--- src/rtl/spi_slave.sv ---
`default_nettype none
// ============================================================================
// Module  : spi_slave
// Brief   : SPI mode-0 slave with synchronized inputs, full-duplex WIDTH-bit
//           frames, rdy pulse on completed frames and abort on short frames.
// Revision: 1.0 - initial release
// ============================================================================
module spi_slave #(
  parameter int WIDTH = 16
) (
  input  logic             clk,
  input  logic             rst,
  input  logic             SS_n,
  input  logic             SCLK,
  input  logic             MOSI,
  output logic             MISO,
  input  logic [WIDTH-1:0] tx_data,
  output logic [WIDTH-1:0] rx_data,
  output logic             rdy,
  output logic             busy
);

  localparam int                CNT_W    = $clog2(WIDTH + 1);
  localparam logic [CNT_W-1:0]  CNT_FULL = CNT_W'(WIDTH);

  typedef enum logic [0:0] {
    IDLE  = 1'b0,
    SHIFT = 1'b1
  } state_t;

  state_t           state_q, state_d;
  // [0] first sync flop, [1] synchronized value, [2] previous value for edges
  logic [2:0]       ss_q, sclk_q, mosi_q;
  logic [1:0]       settle_q;
  logic             armed_q;
  logic [WIDTH-1:0] tx_sr_q, tx_sr_d;
  logic [WIDTH-1:0] rx_sr_q, rx_sr_d;
  logic [WIDTH-1:0] rx_data_q, rx_data_d;
  logic [CNT_W-1:0] cnt_q, cnt_d;
  logic             rdy_q, rdy_d;

  logic ss_fall, ss_rise, sclk_rise, sclk_fall;

  always_ff @(posedge clk) begin
    if (rst) begin
      ss_q     <= 3'b111;
      sclk_q   <= 3'b000;
      mosi_q   <= 3'b000;
      settle_q <= 2'b00;
      armed_q  <= 1'b0;
    end else begin
      ss_q     <= {ss_q[1:0], SS_n};
      sclk_q   <= {sclk_q[1:0], SCLK};
      mosi_q   <= {mosi_q[1:0], MOSI};
      settle_q <= {settle_q[0], 1'b1};
      // A frame may only start once SS_n has genuinely been seen high after
      // reset, so a select line held low through reset cannot fake a fall.
      armed_q  <= armed_q | (settle_q[1] & ss_q[1]);
    end
  end

  assign ss_fall   = armed_q & ss_q[2] & ~ss_q[1];
  assign ss_rise   = ~ss_q[2] & ss_q[1];
  assign sclk_rise = ~sclk_q[2] & sclk_q[1];
  assign sclk_fall = sclk_q[2] & ~sclk_q[1];

  always_ff @(posedge clk) begin
    if (rst) begin
      state_q   <= IDLE;
      tx_sr_q   <= '0;
      rx_sr_q   <= '0;
      rx_data_q <= '0;
      cnt_q     <= '0;
      rdy_q     <= 1'b0;
    end else begin
      state_q   <= state_d;
      tx_sr_q   <= tx_sr_d;
      rx_sr_q   <= rx_sr_d;
      rx_data_q <= rx_data_d;
      cnt_q     <= cnt_d;
      rdy_q     <= rdy_d;
    end
  end

  always_comb begin
    state_d   = state_q;
    tx_sr_d   = tx_sr_q;
    rx_sr_d   = rx_sr_q;
    rx_data_d = rx_data_q;
    cnt_d     = cnt_q;
    rdy_d     = 1'b0;
    case (state_q)
      IDLE: begin
        if (ss_fall) begin
          state_d = SHIFT;
          tx_sr_d = tx_data;
          rx_sr_d = '0;
          cnt_d   = '0;
        end
      end
      SHIFT: begin
        if (ss_rise) begin
          state_d = IDLE;
          if (cnt_q == CNT_FULL) begin
            rx_data_d = rx_sr_q;
            rdy_d     = 1'b1;
          end
        end else if (sclk_rise) begin
          if (cnt_q < CNT_FULL) begin
            rx_sr_d = {rx_sr_q[WIDTH-2:0], mosi_q[2]};
            cnt_d   = cnt_q + 1'b1;
          end
        end else if (sclk_fall) begin
          // Once the last bit has been sampled the word is spent: MISO drops
          // to 0 and stays there for any surplus SCLK edges.
          if (cnt_q < CNT_FULL) begin
            tx_sr_d = {tx_sr_q[WIDTH-2:0], 1'b0};
          end else begin
            tx_sr_d = '0;
          end
        end
      end
      default: state_d = IDLE;
    endcase
  end

  assign MISO    = (state_q == SHIFT) & tx_sr_q[WIDTH-1];
  assign busy    = (state_q == SHIFT);
  assign rdy     = rdy_q;
  assign rx_data = rx_data_q;

endmodule
`default_nettype wire

--- config.mk ---
export PLATFORM = sky130hd
export DESIGN_NAME = spi_slave
export DESIGN_NICKNAME = d
export VERILOG_FILES = /design/src/rtl/spi_slave.sv
export SDC_FILE = /design/constraint.sdc
export NUM_CORES = 1
export LEC_CHECK = 0
export CORE_MARGIN = 1
export CORE_UTILIZATION = 50
export CTS_BUF_LIST = sky130_fd_sc_hd__clkbuf_8
export DETAILED_ROUTE_END_ITERATION = 8
export HOLD_SLACK_MARGIN = 0.05
export PLACE_DENSITY_LB_ADDON = 0.05
export SKIP_LAST_GASP = 1
export SYNTH_ARGS = -nofsm -noshare
export SYNTH_HDL_FRONTEND = slang
export SYNTH_SLANG_ARGS = --single-unit
--- constraint.sdc ---
create_clock -name clk -period 1.9 [get_ports clk]
set_clock_uncertainty 0.05 [all_clocks]
set_input_delay 0.38 -clock clk [delete_from_list [all_inputs] [get_ports clk]]
set_output_delay 0.38 -clock clk [all_outputs]
set_load 0.05 [all_outputs]
==> results.md <==
- Outcome: complete, no violations
- Pin count of the biggest net entering global routing: 33
- Cell Chain, Critical Path: and4bb_1 > a41o_2 > nor2_1 > a311oi_2
- Max incr delay on CP: around 0.54 ns
- RSZ-0062 raised after global routing: no
- Worst-Skew Late Latency: 0.33 ns
- Crit path buffers/inverters: 0
- Area of the core: 5140 µm²
- DP Wirelength: 3.14 mm
- Ant diodes: 0
- Fin. max-slew vios: 0
- Hold Buf Count CTS: 0
- I/O Pins: 40
- YS warnings: 0
- Gpl congestion: approximately 0.76
- Flop2flop setup slack: ~0.12 ns
- Syn Area/Cell: 10.1 µm²
- Dominant cells by area after synthesis: dfxtp_1 50%, a311oi_2 8.4%, mux2i_1 6.0%
- Initial Utilization: a little over half
- CP max-delay cell: a41o_2
- CP max FO: 32
- WP data arrival: 1.97 ns
- CP Class: register to register
- CTS Buf Count: 9
- Total power: 2.67 mW
- Gr ovfl total: 0
- Leading cell types in the layout, fill and taps excluded: 66 x dfxtp_1, 36 x nor2_1, 21 x nand2_1, 19 x clkdlybuf4s50_1
- R2r endpoint: tx_sr_q[11]
- Post-synthesis async set-or-reset flop share: 0%
- Setup_tns: 0 ns
- Worst Hold Launch: rst
- Worst VDD drop: 521 µV
- Setup Viol. Count Final: 0
- I/O Buffers: 39
- DRC Markers: 0
- Setup crit start kind: register
- CTS sink cnt: 67
- Yosys reg bits: between 60 and 70
- Cell Rows: 26
- H-tree depth: 3
- Clk buf depth: 2
- DR iter-0 viols: 57
- Share of post-route cells with drive strength above 1: a little over 20%
- Clock Pin Slew Worst Setup and Hold Paths: 0.07 ns
- Post-synth top area cell: dfxtp_1
- Cell variety after synth: 39
- Post-cts gate resize count: 5
- Family with the most delay on the worst path: compound AO/OA/AOI/OAI gates
- Root buffer cell: clkbuf_8
- Worst min path class: input pin to register
- Mapped Nets: between 200 and 300
- Routed len/inst: between 10 and 15 µm
- Most common cell after layout, fill and taps aside: dfxtp_1
- Via/cell ratio: 5.23
- Chip height: 75.3 µm
- Initial antenna violation count: 0
- Most used DFF post-synth: dfxtp_1
- Static leakage: 1.20 nW
- 1st-pass router iterations: 4
- Post-Syn Instances: roughly 270
- Post-synth EDFFs: 0
- CP Capture Type: register
- Fmax: 561 MHz
- GRT Util Overall: 18.6%
- Via count: between 1,500 and 2,000
- Mapped cell area: 2690 µm²
- P&R area growth vs syn: 22.5%
- Die X-Extent: 75.3 µm
- Slew margin rel.: about 50%
- Hold Violations, Final: 0
- Top-area cell type share of the netlist area: 49.9%
- Die ar.: 5670 µm²
- CTS tree: yes
- Sequential area share after synthesis: 49.9%
- FF-to-FF Start: ss_q[1]
- Fill count: around 460
- Period utilisation layout: 93.9%
- Hold Path Depth: 2
- Hold Path Sink: settle_q[0]
- Critical Path RT: approximately 2.1 ns
- Multi-input gate area: around 1200 µm²
- Number of global-route vias before repair: 1,840
- Power per standard cell area: slightly above 800 nW/µm²
- Setup Buffers After CTS: 0
- Routed WL: 4.71 mm
- Reg area: 1340 µm²
- Max Cap Viol: 0
- First-pass GRT wire length: 7.99 mm
- Post-route ant nets: 0
- Final min period: 1.78 ns
- Register-to-Register Path Depth: 4
- Layout Nets: approximately 330
- Worst-Margin Slew: 0.759 ns
==> state kept, by name (all words and copies together) (netlist names) <==
| name | cells |
|---|---|
| busy | 1 |
| rx_data | 16 |
| sclk_q | 3 |
| mosi_q | 3 |
| cnt_q | 5 |
| rdy | 1 |
| armed_q | 1 |
| settle_q | 2 |
| rx_sr_q | 16 |
| tx_sr_q | 16 |
| ss_q | 3 |
==> cell usage after synthesis (5+ instances only) <==
library cell  instances
nand2_1              21
clkbuf_1              8
dfxtp_1              67
buf_2                 5
inv_1                 7
nor2_1               36
nand3_1              17
nor2b_1               6
nand2b_1             17
mux2i_1              16
a311oi_2             15
o22ai_1              14
==> routing by layer <==
layer / global-route usage (%) / up-vias / share of wire (%)
li1: - / 1007 / -
met3: 4.37 / 7 / 2.8
met1: 21.5 / 937 / 47
met5: 0 / - / 0
met2: 32.3 / 33 / 48
met4: 9.26 / 0 / 1.7
==> area by class of cell <==
type                            instances  share of cell area, %
Multi-Input combinational cell        171                   36.2
Inverter                                9                   1.03
Clock buffer                            9                   3.76
Sequential cell                        67                   40.8
Clock inverter                          6                   1.79
Tap cell                               70                   2.66
Timing Repair Buffer                   47                   13.7
==> where the power goes <==
| group | total, mW | leakage (nW) | internal (mW) | switching [mW] |
|---|---|---|---|---|
| Sequential | 1.43 | 0.543 | 1.42 | 0.00998 |
| Clock | 1.10 | 0.0923 | 0.589 | 0.507 |
| Combinational | 0.138 | 0.569 | 0.0696 | 0.0686 |
| Total | 2.67 | 1.20 | 2.08 | 0.585 |
==> through the flow <==
step	setup WS, ns	hold WS (ns)	cells	instance area (µm²)	utilization [%]
after floorplan	0.0973	0.339	267	2690	-
after global placement	0.210	0.345	364	3110	60.5
after detailed placement	0.117	0.347	364	3110	60.5
after CTS	0.00118	0.299	379	3290	63.9
after global routing	0.00833	0.328	379	3290	64.0
final	0.116	0.317	379	3290	64.0
==> kinds of logic (layout without fill, tap and decap cells) <==
group,Yosys count,count (layout),share of synthesized area [%]
AOI/OAI and AO/OA,43,43,16.3
adders and majority gates,2,2,0.931
buffers and inverters,29,71,5.73
DFF,67,67,49.9
muxes,16,16,5.96
and+or+nand+nor,110,110,21.2
==> worst max path at each step <==
stage,start,to,slack [ns],cells after the start
2_1_floorplan,busy,MISO,0.1,3
3_3_place_gp,busy,tx_sr_q[9],0.21,4
3_5_place_dp,ss_q[1],tx_sr_q[11],0.12,4
4_1_cts,rx_data[10],rx_data[10],0.001,1
5_1_grt,ss_q[1],tx_sr_q[8],0.008,4
6_report,ss_q[1],tx_sr_q[11],0.12,4
(Power assumes the default switching activity.)
